**config.mk**
```make
export PLATFORM = sky130hd
export DESIGN_NAME = nibble_serial_skip_adder
export DESIGN_NICKNAME = d
export VERILOG_FILES = /design/src/rtl/nibble_serial_skip_adder.sv
export SDC_FILE = /design/constraint.sdc
export NUM_CORES = 1
export LEC_CHECK = 0
export ABC_AREA = 1
export CAP_MARGIN = 20
export CORE_ASPECT_RATIO = 0.75
export CORE_MARGIN = 3
export CORE_UTILIZATION = 49
export DETAILED_ROUTE_END_ITERATION = 10
export DONT_BUFFER_PORTS = 1
export GPL_TIMING_DRIVEN = 1
export PLACE_DENSITY = 0.66
export SYNTH_ARGS = -nofsm -noshare
export SYNTH_HDL_FRONTEND = slang
export SYNTH_SLANG_ARGS = --single-unit
```
**constraint.sdc**
```tcl
create_clock -name clk -period 3.2 [get_ports clk]
set_input_delay 0.48 -clock clk [delete_from_list [all_inputs] [get_ports clk]]
set_output_delay 0.48 -clock clk [all_outputs]
set_load 0.005 [all_outputs]
```
**src/rtl/nibble_serial_skip_adder.sv**
```systemverilog
// Serial WIDTH-bit adder: one 4-bit carry-skip slice per cycle, LSB nibble first; ADDER_OVF_EN adds signed overflow.
// Latency: WIDTH/4 cycles from operand accept to out_valid; minimum period WIDTH/4+2.
// Backpressure: in_ready only in IDLE; result held frozen in DONE until out_ready.
module nibble_serial_skip_adder #(
    parameter int WIDTH = 16
) (
    input  logic                           clk,
    input  logic                           rst_n,
    input  logic                           in_valid,
    output logic                           in_ready,
    input  logic [WIDTH-1:0]               a,
    input  logic [WIDTH-1:0]               b,
    input  logic                           cin,
    output logic                           out_valid,
    input  logic                           out_ready,
    output logic [WIDTH-1:0]               sum,
    output logic                           cout,
    output logic [$clog2(WIDTH/4+1)-1:0]   skip_cnt
`ifdef ADDER_OVF_EN
    ,
    output logic                           overflow
`endif
);

    localparam int N  = WIDTH / 4;
    localparam int KW = (N > 1) ? $clog2(N) : 1;
    localparam int SW = $clog2(N + 1);
    localparam logic [KW-1:0] K_LAST = KW'(N - 1);

    typedef enum logic [1:0] {
        IDLE = 2'd0,
        RUN  = 2'd1,
        DONE = 2'd2
    } state_t;

    state_t          state, state_nxt;
    logic [WIDTH-1:0] a_q, b_q;
    logic [KW-1:0]   k;
    logic            carry_q;

    logic [3:0]      nib_a, nib_b, prop;
    logic [4:0]      ripple;
    logic            skip, carry_nxt, last;

    assign in_ready = (state == IDLE);

    // Current slice: ripple result plus the carry-skip bypass decision.
    always_comb begin
        nib_a     = a_q[{k, 2'b00} +: 4];
        nib_b     = b_q[{k, 2'b00} +: 4];
        prop      = nib_a ^ nib_b;
        ripple    = {1'b0, nib_a} + {1'b0, nib_b} + {4'b0000, carry_q};
        skip      = &prop;
        carry_nxt = skip ? carry_q : ripple[4];
        last      = (k == K_LAST);
    end

    always_comb begin
        state_nxt = state;
        unique case (state)
            IDLE:    if (in_valid) state_nxt = RUN;
            RUN:     if (last) state_nxt = DONE;
            DONE:    if (out_ready) state_nxt = IDLE;
            default: state_nxt = IDLE;
        endcase
    end

    always_ff @(posedge clk or negedge rst_n) begin
        if (!rst_n) state <= IDLE;
        else        state <= state_nxt;
    end

    always_ff @(posedge clk or negedge rst_n) begin
        if (!rst_n) begin
            a_q       <= '0;
            b_q       <= '0;
            k         <= '0;
            carry_q   <= 1'b0;
            sum       <= '0;
            cout      <= 1'b0;
            skip_cnt  <= '0;
            out_valid <= 1'b0;
`ifdef ADDER_OVF_EN
            overflow  <= 1'b0;
`endif
        end else begin
            unique case (state)
                IDLE: begin
                    if (in_valid) begin
                        a_q      <= a;
                        b_q      <= b;
                        carry_q  <= cin;
                        sum      <= '0;
                        skip_cnt <= '0;
                        k        <= '0;
                    end
                end
                RUN: begin
                    sum[{k, 2'b00} +: 4] <= ripple[3:0];
                    carry_q              <= carry_nxt;
                    if (skip) skip_cnt <= skip_cnt + SW'(1);
                    if (last) begin
                        cout      <= carry_nxt;
                        out_valid <= 1'b1;
`ifdef ADDER_OVF_EN
                        // ripple[3] is the sum MSB being written this edge
                        overflow  <= (a_q[WIDTH-1] == b_q[WIDTH-1]) &&
                                     (ripple[3] != a_q[WIDTH-1]);
`endif
                    end else begin
                        k <= k + KW'(1);
                    end
                end
                DONE: begin
                    if (out_ready) out_valid <= 1'b0;
                end
                default: ;
            endcase
        end
    end

    // A bypassed slice has all propagate bits set, so its ripple carry must equal its carry-in.
    a_skip_matches_ripple: assert property (
        @(posedge clk) disable iff (!rst_n)
        (state == RUN) |-> (carry_nxt == ripple[4])
    );

endmodule
```
==> results.yml <==
power:
  power_leakage_nw: 1.58
  max-vdd-ir-drop_uv: 452
  pwr_density_cell_nw_per_um2: 1130
drt:
  avgRoutedWirePerCell_um: 14.6
  detailroute.via_count: 2190
  totalWireLength_um: 6120
  vias_per_cell: 5.23
  dr.pass1.iters: 4
  postRouteAntennaNets: 0
  initialDrtViolationCount: 158
  residual_drc_count: 0
grt:
  first_pass_grt_wire_length_um: 10100
  track_usage_pct: 20.0
  grt_max_degree: 59
  grt_remaining_overflow: 0
  first_global_vias: 2054
  antenna_found_initial: 0
place:
  half_perimeter_wire_length_after_detailed_placement_um: 4380
  buffer_ports.inserted: 0
  gp_congestion: 0.890
  pre_cts_ws_ns: 0.381
setup_path:
  criticalPathCategory: "register to register"
  slowest_delay_ns: 0.66
  worstPathCellList: "clkinvlp_4 > buf_4 > o21ai_0 > o22ai_1 > fa_1 > fa_1 > xnor2_1 > nor2_1 > nand2_1 > o21ai_0"
  path_max_fanout: 17
  critPathSlowestCell: "dfrtp_1"
  cp.arrival_ns: 3.07
  cp-end-kind: "register"
  worst_setup_path_start_kind: "register"
  worst_ep_required_time_ns: 3.42
  worst-path-buf-inv: 2
  kind_of_cell_adding_the_most_delay_to_the_critical_path: "adder cells"
logic_synthesis:
  yosys_warnings: 0
  synth_sequential_area_ratio_pct: 52.4
  postSynthNetCount: 378
  synth-edff-count: 0
  synth_seq_cells: 58
  post_synthesis_cells: 330
  netlist_area_um2: 2770
  netlist.area_leader.share_pct: 52.4
  synth.avg_cell_area_um2: 8.39
  ys_types: 27
  synth_top_cell_by_area: "dfrtp_1"
  async_flop_share_pct: 100
  ys.flop_type: "dfrtp_1"
  synth.area.top_cells: "dfrtp_1 52%, nand2_1 18%, o21ai_0 5.4%"
sta:
  setup_slack_ns: 0.350
  final-max-slew-violation-count: 0
  fin_tns_setup_ns: 0
  setup_viol_count_final: 0
  max_freq_mhz: 351
  timing.max_slew.rel_slack_pct: 66.1
  worst_slew_pin_slew_ns: 0.509
  fin_crit_sh_pct: 89.1
  fin_skew_ns: 0.00626
  grt_setup_unrepaired: "false"
  final.min_clock_period_ns: 2.85
  report.final.hold_viol_count: 0
die:
  die_y_um: 71.1
  core-area_um2: 5410
  die_outline_area_um2: 6600
  initial_core_util_pct: 51.2
  chipWidth_um: 92.8
  ioPinCount: 59
  core.rowCount: 23
clock_network:
  ctsRootBufferMaster: "clkbuf_8"
  clk_transition_reported_paths_ns: 0.06
  tritoncts: "built"
  cts_inserted_buffers: 9
  cts_max_path_buffers: 2
  clock_sinks: 58
  clkLatencyLatePin_ns: 0.34
  cts_max_level: 3
finish:
  finish.net_count: 388
  areaGrowthSynthToFinish_pct: 10.9
  num_antenna_cells: 0
  layout.core_utilization_pct: 56.8
  drive_above_1_share_pct: 9.30
run:
  drv_cap: 0
worst_hold_path:
  min-delay-path-class: "input pin to register"
status:
  status: "completed"
[path summary, 6_finish.rpt]
path,from,end,slack (ns),depth (start not counted)
min in group asynchronous,rst_n,a_q[1],0.67,2
max reg2reg,k[0],sum[6],0.35,10
min reg2reg,a_q[9],a_q[9],0.48,2
min,out_ready,state[1],0.24,1
max,k[0],sum[6],0.35,10
max in group asynchronous,rst_n,state[0],2.29,2
[synthesized netlist by cell type, types with 2 or more instances]
master    instances
nand2_1         134
dfrtp_1          58
o21ai_0          30
nand3_1          19
nor2_1           19
inv_1            17
ha_1              9
o22ai_1           8
buf_2             5
nand4_1           5
o31ai_1           4
buf_4             3
clkbuf_1          2
fa_1              2
nand2_4           2
nor2_4            2
[where the power goes]
part	switching, mW	total [mW]	internal [mW]
clock network	0.271	0.585	0.315
logic	1.03	1.61	0.579
registers	0.248	1.28	1.03
total	1.55	3.48	1.93
[cells by family (layout without fill, tap and decap cells)]
kind of cell,count (synthesis),after routing,share of synthesized area (%)
flops,58,58,52.4
compound gates,44,44,8.81
fa+ha+maj,11,11,5.51
xor+xnor,2,2,0.633
buf+inv,30,44,4.79
simple gates,185,185,27.8
[per-layer routing]
layer	wire, um	vias up	global-route usage, %	part of all wire (%)
li1	-	1085	-	-
met1	3180	1032	30.4	52
met2	2440	69	25.5	40
met3	441	4	7.33	7.2
met4	46	0	8.29	0.75
met5	0	-	0	0
[worst register-to-register path, cell delays in order (launching register included)]
cell and delay, ns:
dfrtp_1 0.66, clkinvlp_4 0.27, buf_4 0.20, o21ai_0 0.15
o22ai_1 0.13, fa_1 0.43, fa_1 0.41, xnor2_1 0.26
nor2_1 0.07, nand2_1 0.08, o21ai_0 0.07
[cells in the final DEF (no fill, tap or decap), types with 7 or more instances in the layout]
master,netlist,layout
inv_1,17,16
nor2_1,19,19
nand3_1,19,19
nand2_1,134,134
o22ai_1,8,8
o21ai_0,30,30
buf_4,3,7
dfrtp_1,58,58
clkbuf_8,0,11
ha_1,9,9
[per-stage QoR]
step / hold slack [ns] / instance area, um2 / std cells / power, mW
final: 0.241 / 3070 / 419 / 3.48
after global routing: 0.226 / 3070 / 419 / 3.82
after CTS: 0.225 / 3030 / 414 / 3.44
after detailed placement: 0.187 / 2820 / 397 / 2.82
after global placement: 0.186 / 2820 / 397 / 2.80
after floorplan: 0.184 / 2770 / 330 / 2.43
[area by class of cell]
cell class	count	area [um2]
Fill cell	531	2340
Sequential cell	58	1450
Multi-Input combinational cell	242	1180
Clock buffer	12	155
Tap cell	75	93.8
Timing Repair Buffer	9	90.1
Inverter	20	81.3
Clock inverter	3	15.0
[sequential cells by signal, summed over array words and instances, names as in the netlist]
name	count
a_q	16
b_q	16
carry_q	1
cout	1
k	2
out_valid	1
skip_cnt	3
state	2
sum	16
[what timing repair did]
| action | in CTS | in global routing |
|---|---|---|
| hold endpoints to repair | 58 | 0 |
| setup buffers | 0 | 5 |
| hold buffers | 2 | 0 |
| gates resized for setup | 0 | 1 |
| setup endpoints to repair | 0 | 1 |
Note: power is estimated with default switching activity, not from simulation.
